**config.mk**
```make
export PLATFORM = sky130hd
export DESIGN_NAME = mips_timer
export DESIGN_NICKNAME = d
export VERILOG_FILES = /design/src/rtl/mips_timer_pkg.sv /design/src/rtl/mips_timer_tick.sv /design/src/rtl/mips_timer.sv
export SDC_FILE = /design/constraint.sdc
export NUM_CORES = 1
export LEC_CHECK = 0
export CORE_ASPECT_RATIO = 0.75
export CORE_UTILIZATION = 45
export CTS_CLUSTER_SIZE = 25
export DETAILED_ROUTE_END_ITERATION = 10
export GPL_TIMING_DRIVEN = 0
export HOLD_SLACK_MARGIN = 0.03
export PLACE_DENSITY = 0.75
export RECOVER_POWER = 25
export SLEW_MARGIN = 15
export SYNTH_ARGS = -nofsm -noshare
export SYNTH_HDL_FRONTEND = slang
export SYNTH_HIERARCHICAL = 1
export SYNTH_SLANG_ARGS = --single-unit
```
**constraint.sdc**
```tcl
create_clock -name clk -period 5.25 [get_ports clk]
set_input_delay 1.05 -clock clk [delete_from_list [all_inputs] [get_ports clk]]
set_output_delay 1.05 -clock clk [all_outputs]
set_load 0.01 [all_outputs]
```
**src/rtl/mips_timer_pkg.sv**
```systemverilog
// Shared definitions for the memory-mapped timer: FSM encodings, register
// offsets, mode codes and CTRL bit positions.
package mips_timer_pkg;

    typedef enum logic [1:0] {
        TIMER_IDLE = 2'd0,
        TIMER_LOAD = 2'd1,
        TIMER_CNT  = 2'd2,
        TIMER_INT  = 2'd3
    } timer_state_e;

    localparam logic [1:0] TIMER_CTRL   = 2'd0;
    localparam logic [1:0] TIMER_PRESET = 2'd1;
    localparam logic [1:0] TIMER_COUNT  = 2'd2;

    localparam logic [1:0] MODE_ONESHOT = 2'b00;
    localparam logic [1:0] MODE_RELOAD  = 2'b01;

    localparam int CTRL_EN      = 0;
    localparam int CTRL_MODE_LO = 1;
    localparam int CTRL_MODE_HI = 2;
    localparam int CTRL_IM      = 3;

    // Only 01 auto-reloads; 1x falls back to one-shot.
    function automatic logic is_reload(input logic [3:0] ctrl);
        return ctrl[CTRL_MODE_HI:CTRL_MODE_LO] == MODE_RELOAD;
    endfunction

endpackage

```
**src/rtl/mips_timer_tick.sv**
```systemverilog
// Prescaler tick generator: counts 0..PRESCALE-1 while run is high and
// flags the last cycle of each window; restart returns it to 0.
module mips_timer_tick #(
    parameter int PRESCALE = 4
) (
    input  logic clk,
    input  logic reset,
    input  logic restart,
    input  logic run,
    output logic tick
);

    logic [31:0] cnt;

    assign tick = (cnt == 32'(PRESCALE - 1));

    always_ff @(posedge clk or posedge reset) begin
        if (reset) begin
            cnt <= 32'd0;
        end else if (restart) begin
            cnt <= 32'd0;
        end else if (run) begin
            cnt <= tick ? 32'd0 : cnt + 32'd1;
        end
    end

endmodule

```
**src/rtl/mips_timer.sv**
```systemverilog
// Memory-mapped down-counter timer feeding CP0 HWInt[0]; one-shot or
// auto-reload. Define TIMER_PRESCALE_EN to divide the count rate by PRESCALE.
module mips_timer
    import mips_timer_pkg::*;
#(
    parameter int PRESCALE = 4
) (
    input  logic        clk,
    input  logic        reset,
    input  logic [31:0] addr,
    input  logic        we,
    input  logic [31:0] din,
    output logic [31:0] dout,
    output logic        irq
);

    timer_state_e state, state_next;
    logic [3:0]   ctrl, ctrl_next;
    logic [31:0]  preset, preset_next;
    logic [31:0]  count, count_next;
    logic         irq_flag, flag_next;
    logic         tick, tick_restart, tick_run;
    logic         ctrl_wr, preset_wr;
    logic         unused_addr;

    assign unused_addr = ^{addr[31:4], addr[1:0]};
    assign ctrl_wr     = we && (addr[3:2] == TIMER_CTRL);
    assign preset_wr   = we && (addr[3:2] == TIMER_PRESET);

`ifdef TIMER_PRESCALE_EN
    mips_timer_tick #(
        .PRESCALE(PRESCALE)
    ) u_tick (
        .clk    (clk),
        .reset  (reset),
        .restart(tick_restart),
        .run    (tick_run),
        .tick   (tick)
    );
`else
    logic unused_tick;
    assign unused_tick = tick_restart ^ tick_run;
    // Without a prescaler every CNT cycle is a tick (PRESCALE >= 1 always holds).
    assign tick = (PRESCALE >= 1);
`endif

    always_ff @(posedge clk or posedge reset) begin
        if (reset) begin
            state    <= TIMER_IDLE;
            ctrl     <= 4'd0;
            preset   <= 32'd0;
            count    <= 32'd0;
            irq_flag <= 1'b0;
        end else begin
            state    <= state_next;
            ctrl     <= ctrl_next;
            preset   <= preset_next;
            count    <= count_next;
            irq_flag <= flag_next;
        end
    end

    always_comb begin
        state_next   = state;
        ctrl_next    = ctrl;
        preset_next  = preset;
        count_next   = count;
        flag_next    = irq_flag;
        tick_restart = 1'b0;
        tick_run     = 1'b0;
        // A CPU write to CTRL/PRESET overrides the FSM step; COUNT holds.
        if (ctrl_wr || preset_wr) begin
            if (ctrl_wr)   ctrl_next   = din[3:0];
            if (preset_wr) preset_next = din;
            state_next = TIMER_IDLE;
            flag_next  = 1'b0;
        end else begin
            case (state)
                TIMER_IDLE: begin
                    if (ctrl[CTRL_EN]) state_next = TIMER_LOAD;
                end
                TIMER_LOAD: begin
                    count_next   = preset;
                    tick_restart = 1'b1;
                    state_next   = TIMER_CNT;
                end
                TIMER_CNT: begin
                    if (!ctrl[CTRL_EN]) begin
                        state_next = TIMER_IDLE;
                    end else begin
                        tick_run = 1'b1;
                        if (tick) begin
                            // <= 1 rather than == 1 so PRESET=0 never wraps.
                            if (count <= 32'd1) begin
                                count_next = 32'd0;
                                flag_next  = 1'b1;
                                state_next = TIMER_INT;
                            end else begin
                                count_next = count - 32'd1;
                            end
                        end
                    end
                end
                TIMER_INT: begin
                    if (is_reload(ctrl)) begin
                        flag_next  = 1'b0;
                        state_next = TIMER_LOAD;
                    end else begin
                        ctrl_next[CTRL_EN] = 1'b0;
                        state_next         = TIMER_IDLE;
                    end
                end
                default: state_next = TIMER_IDLE;
            endcase
        end
    end

    always_comb begin
        case (addr[3:2])
            TIMER_CTRL:   dout = {28'd0, ctrl};
            TIMER_PRESET: dout = preset;
            TIMER_COUNT:  dout = count;
            default:      dout = 32'd0;
        endcase
    end

    assign irq = ctrl[CTRL_IM] & irq_flag;

endmodule

```
* Word-level counts from Yosys, hierarchy flattened
Cells that the tools add are included.
** Word-level totals
- Flip-flop bits (word level) :: 71
- Word-level logic and storage cells :: 57
- Output and inout port bits :: 33
- Input bits :: 67
** Cells by class
- Equal/unequal tests :: 14
- Magnitude comparators :: 1
- Reduce and logical (&&, ||, !) cells :: 14
- Bitwise logic cells :: 2
- Mux-type cells :: 19
- Add/sub/neg operators :: 1
** Operators with widths (number)
- one-hot mux 32 bit (3 select lines) :: 1
- two-way mux 32 bit :: 2
- one-hot mux 32 bit (2 select lines) :: 1
- <= comparator 32 x 1 -> 1 bit, second input constant :: 1
- subtractor 32 x 1 -> 32 bit, second input constant :: 1
- != test 3 bit, second input constant :: 4
- two-way mux 1 bit :: 9
- two-way mux 2 bit :: 4
- one-hot mux 2 bit (4 select lines) :: 1
- equality test 2 x 1 -> 1 bit, second input constant :: 3
- equality test 2 bit, second input constant :: 3
- != test 2 bit, second input constant :: 3
- AND reduction 2 bit :: 3
- AND reduction 3 bit :: 2
- zero test 2 bit :: 2
- != test 4 bit, second input constant :: 1
- AND reduction 4 bit :: 1
- nonzero test 2 bit :: 2
- nonzero test 3 bit :: 1
- logical AND 1 bit :: 2
- one-hot mux 1 bit (2 select lines) :: 1
- bitwise AND 1 bit :: 1
- logical OR 1 bit :: 1
- inverter 1 bit :: 1

* Depth between registers and ports, before layout
- Depth after elaboration :: 5
- Mapped depth :: 8

* Worst setup path after synthesis
No wires, ideal clock.
- Path kind :: input -> output
- Start :: input port addr[3]
- End :: output port dout[10]
- Path slack :: 1934 ps
- Buffers on the path :: 3
- Stages :: 5
- Arrival time :: 2266 ps
- Required time :: 4200 ps
- Path through :: clkbuf_1 nor2b_1 clkbuf_1 clkbuf_1 a22o_1
** Between the ends
- Word-level cells in the longest chain between the ends :: 2
- Elaborated cells between the ends (all ways) :: 4
** Ends and longest elaborated chain
- from (decl) :: RTL line mips_timer.sv:10 : input logic [31:0] addr,
- equality test 2 bit, or another cell as far along :: RTL line mips_timer.sv:119 : case (addr[3:2])
- one-hot mux 32 bit (3 select lines) * :: RTL line mips_timer.sv:119
- to (decl) :: RTL line mips_timer.sv:13 : output logic [31:0] dout,
Mark *: on every way between the ends. The rest lies on a longest branch, timed or not.

* Worst setup path after layout
- Start :: input port addr[2]
- End :: output port dout[28]
The elaborated chain is that of the path after synthesis.

==> summary.md <==
| Metric | Value |
|---|---|
| Status | `complete, but fails checks` |
| Violated checks | `max-capacitance violations, max-slew violations` |
| Total wire length | `between 10000 and 15000 microns` |
| Mapped Area | `4180 sq um` |
| Residual DRC | `0` |
| Switching Fraction | `about two fifths` |
| Routed Antenna Nets | `0` |
| Core area | `9050 sq um` |
| Worst Hold End | `ctrl[3]` |
| Combinational share of power | `44.5%` |
| Pwr per Cell Area | `between 500 and 600 nW/um^2` |
| Post-CTS Hold Fix Bufs | `0` |
| CP Capture Type | `primary output` |
| # resized after CTS | `0` |
| Met1 Resource Use GR | `between 40% and 50%` |
| Wire length per cell | `between 20 and 25 microns` |
| Proportion of layout cells with a drive suffix above 1 | `a little under an eighth` |
| Synth cell types | `between 50 and 60` |
| CTS tree | `done` |
| Via count | `about 4000` |
| Least-Margin Pin Slew | `2530 ps` |
| GRT Overall Usage | `~29%` |
| Yosys top cell by area | `dfrtp_1` |
| Power Internal | `0.00165 W` |
| I/O Pins | `100` |
| Post-synth top cells | `dfrtp_1 (71), a22o_1 (46), mux2_2 (34), o21ai_0 (29), clkbuf_1 (26)` |
| Drt initial violations | `353` |
| Number of I/O port buffers | `68` |
| Full die area | `9690 sq um` |
| Total power | `about 0.0028 W` |
| Min-Delay Startpoint | `ctrl[3]` |
| Syn nets | `499` |
| Count leader, synth | `dfrtp_1` |
| Ant. Diodes | `0` |
| Hold Crit Depth | `1` |
| Drt pass-1 iters | `5` |
| Kind of critical path | `input port to primary output` |
| # setup viols final | `0` |
| H-tree depth | `3` |
| Fmax | `204 MHz` |
| Sequential share of the synthesized area | `42.5%` |
| Reg2reg start | `count[4]` |
| GR met2 Demand/Resource | `43.2%` |
| CP max FO | `10` |
| Ys async rst share | `100%` |
| Crit path DAT | `between 3000 and 4000 ps` |
| Number of global-route vias before repair | `3758` |
| Fin crit period | `4900 ps` |
| CTS Buf Count | `9` |
| Total Nets Final | `~580` |
| Synth top area share | `~42%` |
| Mean post-synth cell area | `~9.8 sq um` |
| Initial antenna violation count | `0` |
| Register area | `1780 sq um` |
| Hold Slack | `525 ps` |
| Critical R2R Capture | `count[5]` |
| Most used routing layer in global routing | `met2` |
| Leakage | `2.10 nW` |
| Tcrit/Tclk final | `between 90 and 100%` |
| Part of the power in registers | `33.4%` |
| Ys flop type | `dfrtp_1` |
| Clock power frac | `22.0%` |
| Fill count | `815` |
| Vias/cell | `about 6.3` |
| R2r worst-path depth | `7` |
| Num rows | `30` |
| Clk_skew | `roughly 13 ps` |
| CTS max path bufs | `2` |
| Peak supply drop | `about 0.00021 V` |
| Clock-pin slew on the worst setup and hold paths | `50 ps` |
| Area Growth Syn to Fin | `27.4%` |
| Chip width | `113 microns` |
| Post-CTS setup buffer count | `0` |
| Largest net degree at the start of global routing | `46` |
| Cells after Synth | `between 400 and 500` |
| First-pass GRT wire length | `21100 microns` |
| Net switching power figure | `approximately 0.0012 W` |
| Die H | `85.5 microns` |
| Later-pin clock latency in the skew report | `350 ps` |
| Area of the multi-input gates | `2190 sq um` |
| Rel. slew slack | `-68.5%` |
| Setup Total Neg Slack | `0 ps` |
| CTS Root Cell | `clkbuf_16` |
| CTS sink count | `71` |
| Critical Path RT | `4200 ps` |
| Synth Register Bits | `71` |
| Slew Viols, Final | `46` |
| Initial Util | `a little under half` |
| M3 GR Usage | `6.71%` |
| Worst R2R Setup Slack | `between 2000 and 2500 ps` |
| Post-DP HPWL | `between 9000 and 10000 microns` |
| Fin util | `58.9%` |
| Gpl congestion | `between 0.9 and 1` |
| Ys Warns | `6` |
| Type of the worst min-delay path | `flip-flop to flip-flop` |
| GRT Residual Overflow | `0` |
| Post-synth EDFFs | `0` |
| Fin. Hold Viols | `0` |
| Leading post-synthesis cells by cell area | `dfrtp_1 (42%), a22o_1 (9.6%), mux2_2 (9.2%)` |
| Max_cap viols | `1` |
| RSZ-0062 raised after global routing | `no` |
| Critical path launch point type | `input port` |
-- worst max-delay path by stage --
stage,slack (ps),endpoint,depth (start not counted),from
after CTS,470,dout[28],6,addr[2]
after floorplan,1930,dout[10],5,addr[3]
after global routing,280,preset[8],3,reset
final,350,dout[28],6,addr[2]
after global placement,470,dout[28],6,addr[2]
after detailed placement,490,dout[28],6,addr[2]
-- cell usage in the layout, fill, tap and decap left out, drive strengths merged, types with 3 or more instances in the layout --
| master | synthesis | final |
|---|---|---|
| nor2 | 25 | 25 |
| buf | 9 | 9 |
| a31oi | 4 | 4 |
| o22ai | 6 | 6 |
| inv | 17 | 16 |
| o311ai | 4 | 4 |
| a21oi | 12 | 12 |
| ha | 6 | 6 |
| mux2 | 34 | 34 |
| nor2b | 4 | 4 |
| nand3 | 6 | 6 |
| a32oi | 6 | 6 |
| nand2 | 19 | 19 |
| o21ai | 29 | 29 |
| clkbuf | 26 | 39 |
| a22oi | 3 | 3 |
| o41ai | 3 | 3 |
| o211ai | 5 | 5 |
| and3 | 5 | 5 |
| nor3 | 18 | 18 |
| or2 | 4 | 4 |
| a22o | 46 | 46 |
| a32o | 4 | 4 |
| dfrtp | 71 | 71 |
| or4 | 6 | 6 |
| nor4 | 10 | 10 |
| mux2i | 5 | 5 |
| or3 | 6 | 6 |
| clkdlybuf4s50 | 0 | 67 |
| o2bb2ai | 4 | 4 |
| nand2b | 5 | 5 |
| nand4 | 4 | 4 |
-- through the flow --
step | cell area [sq um] | std cells | setup WS, ps
global placement | 5020 | 622 | 470
global route | 5330 | 638 | 281
floorplan | 4180 | 426 | 1930
detailed placement | 5050 | 623 | 490
CTS | 5350 | 638 | 468
finish | 5330 | 638 | 345
-- routing by layer --
metal / vias up / part of all wire, %
li1: 1801 / -
met1: 1962 / 45
met2: 207 / 44
met3: 23 / 8.7
met4: 0 / 1.9
met5: - / 0
-- cell families (layout without fill, tap and decap cells) --
family,Yosys count,after routing,synth area share [%]
and+or+nand+nor,119,119,15.0
AOI/OAI and AO/OA,139,139,25.3
DFF,71,71,42.5
buffers and inverters,52,136,5.11
muxes,39,39,10.3
adders and majority gates,6,6,1.79
-- critical path: stages --
cell	delay [ps]
clkdlybuf4s50_1	530
nor2b_1	150
clkbuf_1	610
clkbuf_1	700
a22o_1	270
clkdlybuf4s50_1	550
-- area by class of cell --
type                    count  area share (%)
multi-input cells         303            41.2
clock buffers              12            4.81
well taps                 128            3.01
plain buffers              35            2.82
flip-flops and latches     71            33.3
clock inverters             3           0.798
repair buffers             69            12.8
inverters                  17            1.22
-- power groups by stage --
stage	combinational (W)	sequential (W)	clock, W
5_1_grt	0.00135	0.000964	0.000651
3_5_place_dp	0.00122	0.000936	0
6_report	0.00125	0.000939	0.000620
4_1_cts	0.00123	0.000930	0.000624
3_3_place_gp	0.00119	0.000927	0
2_1_floorplan	0.000844	0.000872	0
-- registers in the layout, summed over array words and instances (netlist names) --
name      cells
count        32
preset       32
ctrl          4
state         2
irq_flag      1
No activity file was read; power rests on OpenSTA's default activity.
==> RTL change 1: new RTL, same settings <==
Encoding of `timer_state_e`: now one-hot (4 bits for 4 states).
--- a/src/rtl/mips_timer_pkg.sv
+++ b/src/rtl/mips_timer_pkg.sv
@@ -4,7 +4,7 @@
 
-    typedef enum logic [1:0] {
-        TIMER_IDLE = 2'd0,
-        TIMER_LOAD = 2'd1,
-        TIMER_CNT  = 2'd2,
-        TIMER_INT  = 2'd3
+    typedef enum logic [3:0] {
+        TIMER_IDLE = 4'b0001,
+        TIMER_LOAD = 4'b0010,
+        TIMER_CNT  = 4'b0100,
+        TIMER_INT  = 4'b1000
     } timer_state_e;
Check against the original RTL: same outputs for any inputs over 4 cycles, from zero or initial values and one cycle with reset high; so few cycles prove little.
==> RTL change 1 against the unedited design <==
Area after synthesis up 3.2%. Power down 19%. Count of clock-buffer cells in the layout up 2. Setup slack better by 250 ps. Maximum frequency up 5.5%. First-iteration DRC count up 61%. Final cell count up 3.1%. Design area up 3.0%. Sequential cell count up 2. Register-to-register slack worse by 50 ps. Synthesized cell count up 4.5%. Die area up 3.2%. The run still ends with max-capacitance violations, max-slew violations left. Combinational power down 45%. Routed wire length up 7.7%.
==> RTL change 1: results (changes against the unedited design) <==
{
  "delay_of_the_slowest_cell_on_the_worst_path": {"value": 560, "unit": "ps", "change": "-140 ps"},
  "critical_path.reg2reg.startpoint": "state[1]",
  "avgViaCountPerCell": {"value": 6.41, "change": "+2.5%"},
  "r2r.worst_path.cells": {"value": 5, "change": "-2"},
  "seq_area_frac_synth": {"value": 42.3, "unit": "%", "change": "-0.14 points"},
  "vias": {"value": 4221, "change": "+5.7%"},
  "synth_compound_gate_area_share": {"value": 24.0, "unit": "%", "change": "-1.3 points"},
  "violations": "max-capacitance violations, max-slew violations",
  "drv.max_cap_violation_count": {"value": 2, "change": "+1"},
  "final_layout_size_suffix_gt1_share": {"value": 13.2, "unit": "%", "change": "+1.2 points"},
  "rrSetupSlack": {"value": 2220, "unit": "ps", "change": "-50 ps"},
  "overall_global_routing_resource_usage": {"value": 31.0, "unit": "%", "change": "+1.8 points"},
  "muxShareOfSynthArea": {"value": 10.1, "unit": "%", "change": "-0.29 points"},
  "outcome": "complete, but fails checks",
  "timing.hold.worst.start": "preset[27]",
  "synth_xor_area_share": {"value": 0.203, "unit": "%", "change": "+0.20 points"},
  "synth_top_cells_by_count": "sky130_fd_sc_hd__dfrtp_1, sky130_fd_sc_hd__nand2_1, sky130_fd_sc_hd__mux2_2, sky130_fd_sc_hd__a22o_1, sky130_fd_sc_hd__clkbuf_1",
  "dp.cells": {"value": 642, "change": "+3.0%"},
  "clock_insertion_delay_worst_skew": {"value": 330, "unit": "ps", "change": "-20 ps"},
  "mappedNetlistNets": {"value": 514, "change": "+3.0%"},
  "timing.hold.worst_path_depth": {"value": 2, "change": "+1"},
  "min_to": "count[27]",
  "detailedRoute.firstIterationViolations": {"value": 568, "change": "+61%"},
  "synthDistinctLibCells": {"value": 61, "change": "+15%"},
  "static-leakage-power": {"value": 2.11, "unit": "nW", "change": "+0.40%"},
  "reg.largest.list": "count: 32 flops, preset: 32 flops",
  "num-fill-cells": {"value": 847, "change": "+3.9%"},
  "worstReg2RegEnd": "count[17]",
  "yosys-top-cells-area": "sky130_fd_sc_hd__dfrtp_1, sky130_fd_sc_hd__mux2_2, sky130_fd_sc_hd__a22o_1, sky130_fd_sc_hd__nand2_1, sky130_fd_sc_hd__clkbuf_1",
  "dp_hpwl": {"value": 10.1, "unit": "mm", "change": "+9.1%"},
  "grt_max_degree": {"value": 40, "change": "-13%"},
  "cp_top_family": "buffers and inverters",
  "timing.max_slew.rel_slack": {"value": -45.0, "unit": "%", "change": "+24 points"},
  "timing_max_transition_violations_final": {"value": 76, "change": "+65%"},
  "clock_skew": {"value": 4.88, "unit": "ps", "change": "-8.16 ps"},
  "cp_slowest_cell": "sky130_fd_sc_hd__clkbuf_1"
}
## RTL change 1: changes by cell type in the layout (fill, tap and decap cells not counted), moves of 5 or more
cell,change
sky130_fd_sc_hd__a32oi_1,-5
sky130_fd_sc_hd__o31ai_1,+9
sky130_fd_sc_hd__nand3_1,+13
sky130_fd_sc_hd__clkbuf_1,+6
sky130_fd_sc_hd__nor2_1,-10
sky130_fd_sc_hd__a22oi_1,+5
sky130_fd_sc_hd__o21ai_0,-8
sky130_fd_sc_hd__a22o_1,-13
sky130_fd_sc_hd__nand2_1,+17
sky130_fd_sc_hd__o221ai_1,+7
sky130_fd_sc_hd__o41ai_1,+5
## RTL change 1: layout make-up
class,instances,area [um2],share of cell area [%]
flip-flops and latches,73,1830,33.3
repair buffers,69,684,12.5
clock inverters,2,35.0,0.639
clock buffers,14,274,4.99
plain buffers,40,174,3.17
well taps,128,160,2.92
multi-input cells,319,2280,41.6
inverters,13,50.0,0.912
## RTL change 1: cell families (layout without fill, tap and decap cells)
kind of cell	count (synthesis)	after routing
flops	73	73
mux	39	39
buf+inv	53	138
simple gates	141	141
fa+ha+maj	2	2
xor+xnor	1	1
compound gates	136	136
## RTL change 1: worst register-to-register path, cell delays in order, from the launching register on
cell and delay, ps:
sky130_fd_sc_hd__dfrtp_1 460, sky130_fd_sc_hd__nand3b_1 280, sky130_fd_sc_hd__a2111oi_4 930, sky130_fd_sc_hd__clkbuf_1 540, sky130_fd_sc_hd__nand3_1 420, sky130_fd_sc_hd__o221ai_1 310
## RTL change 1: metrics by stage
| step | area [um2] | hold slack [ps] | worst slack [ps] |
|---|---|---|---|
| floorplan | 4320 | 473 | 1890 |
| CTS | 5500 | 536 | 602 |
| global placement | 5160 | 506 | 663 |
| global route | 5490 | 550 | 447 |
| detailed placement | 5190 | 520 | 617 |
| finish | 5490 | 533 | 599 |
## RTL change 1: how the worst max path moves through the flow
stage               end    start  slack (ps)
2_1_floorplan  dout[10]  addr[2]        1890
3_3_place_gp   dout[25]  addr[3]         660
3_5_place_dp   dout[25]  addr[3]         620
4_1_cts        dout[29]  addr[3]         600
5_1_grt        count[3]    reset         450
6_report       dout[29]  addr[3]         600
## RTL change 1: power breakdown
group / internal, mW / total [mW] / switching [mW] / leakage (nW)
clock: 0.407 / 0.639 / 0.232 / 0.153
sequential: 0.732 / 0.945 / 0.213 / 0.884
combinational: 0.351 / 0.682 / 0.332 / 1.07
## RTL change 1: layer usage
layer	vias to the layer above	share of wire [%]	global-route usage, %
met5	-	0	0
met2	229	45	47.3
li1	1882	-	-
met3	38	9.0	5.94
met1	2072	44	44.4
met4	0	2.5	9.68
==> RTL change 2: new RTL, same flow settings <==
Made on the original files. Add a define of `TIMER_PRESCALE_EN`.
--- a/src/rtl/mips_timer.sv
+++ b/src/rtl/mips_timer.sv
@@ -2,2 +2,4 @@
 // auto-reload. Define TIMER_PRESCALE_EN to divide the count rate by PRESCALE.
+`define TIMER_PRESCALE_EN
+
 module mips_timer
Formal check against the unedited RTL: not equivalent (a bounded check fails within 10 cycles, from zero or initial values and one cycle with reset high).
==> RTL change 2 against the unedited design <==
Setup slack better by 79 ps. Sequential cell count is 32 higher. Design area is 36% higher. Sequential power is 32% higher. Sequential share of layout area is 2.2 points higher. Routed wire length is 45% higher. Area after synthesis is 45% higher. Power is 17% higher. Highest routed layer unchanged.
==> RTL change 2: results (changes against the unedited design) <==
{
  "gp_congestion": {"value": 1.00, "change": "+8.3%"},
  "detailedRoute.firstIterationViolations": {"value": 804, "change": "+130%"},
  "met2_wirelength": {"value": 7.82, "unit": "mm", "change": "+33%"},
  "final_layout_size_suffix_gt1_share": {"value": 9.81, "unit": "%", "change": "-2.2 points"},
  "wl_per_cell": {"value": 21.6, "unit": "um", "change": "+3.2%"},
  "synth_compound_gate_area_share": {"value": 20.8, "unit": "%", "change": "-4.4 points"},
  "r2r.worst_path.cells": {"value": 10, "change": "+3"},
  "timing.hold.ws": {"value": 536, "unit": "ps", "change": "+10.3 ps"},
  "muxShareOfSynthArea": {"value": 7.49, "unit": "%", "change": "-2.9 points"},
  "timing.max_slew.rel_slack": {"value": 22.8, "unit": "%", "change": "+91 points"},
  "period_needed": {"value": 4830, "unit": "ps", "change": "-78.5 ps"},
  "grt_first_pass_wirelength": {"value": 30.2, "unit": "mm", "change": "+43%"},
  "overall_global_routing_resource_usage": {"value": 28.9, "unit": "%", "change": "-0.23 points"},
  "synth-adder-area-share": {"value": 1.65, "unit": "%", "change": "-0.14 points"},
  "synth_xor_area_share": {"value": 1.44, "unit": "%", "change": "+1.4 points"},
  "outcome": "complete, no violations",
  "dp_hpwl": {"value": 14.0, "unit": "mm", "change": "+51%"},
  "wl_met3": {"value": 2.26, "unit": "mm", "change": "+94%"},
  "avgViaCountPerCell": {"value": 6.55, "change": "+4.6%"},
  "arrival": {"value": 3780, "unit": "ps", "change": "-70 ps"},
  "fin_nets": {"value": 794, "change": "+37%"},
  "global_route.usage.met2": {"value": 40.3, "unit": "%", "change": "-2.9 points"},
  "path_clk_slew_ps": 60,
  "seq_area_frac_synth": {"value": 42.5, "unit": "%", "change": "+0.045 points"},
  "rrSetupSlack": {"value": 1230, "unit": "ps", "change": "-1040 ps"},
  "yosys-top-cells-area": "sky130_fd_sc_hd__dfrtp_1, sky130_fd_sc_hd__mux2_2, sky130_fd_sc_hd__a22o_1, sky130_fd_sc_hd__a21oi_1, sky130_fd_sc_hd__or4_1",
  "place_ws": {"value": 498, "unit": "ps", "change": "+7.47 ps"},
  "reg.largest.list": "count: 32 flops, preset: 32 flops, u_tick/cnt: 32 flops",
  "drt_first_pass_iters": {"value": 6, "change": "+1"},
  "synthDistinctLibCells": {"value": 62, "change": "+17%"},
  "timing.hold.worst.start": "preset[5]",
  "first_global_vias": {"value": 5500, "change": "+46%"},
  "grt_max_degree": {"value": 49, "change": "+6.5%"},
  "delay_of_the_slowest_cell_on_the_worst_path": {"value": 620, "unit": "ps", "change": "-80 ps"},
  "static-leakage-power": {"value": 2.82, "unit": "nW", "change": "+34%"},
  "worst_ir_drop_vdd": {"value": 0.255, "unit": "mV", "change": "+21%"},
  "critical_path.reg2reg.startpoint": "u_tick/cnt[8]"
}
RTL change 2: cell types whose count changed in the layout (fill, tap and decap cells not counted), sizes merged, moves of 10 or more:
| cell | delta |
|---|---|
| nand4 | +18 |
| nand3 | +16 |
| nand2 | +22 |
| inv | +13 |
| or3 | +10 |
| or4 | +19 |
| a21oi | +22 |
| o31ai | +14 |
| dfrtp | +32 |
RTL change 2: through the flow:
stage,area (um2),instances
2_1_floorplan,6060,639
5_1_grt,7250,895
4_1_cts,7250,895
6_report,7250,895
3_3_place_gp,6960,878
3_5_place_dp,6990,879
RTL change 2: area by class of cell:
type,count,area (um2)
repair buffers,69,708
plain buffers,38,156
clock inverters,4,22.5
multi-input cells,468,3220
fillers,1154,5810
clock buffers,12,236
inverters,30,114
flip-flops and latches,103,2580
well taps,171,214
RTL change 2: report_power, final:
part / internal [mW] / switching, mW
combinational: 0.568 / 0.858
clock: 0.320 / 0.296
sequential: 0.990 / 0.254
total: 1.88 / 1.41
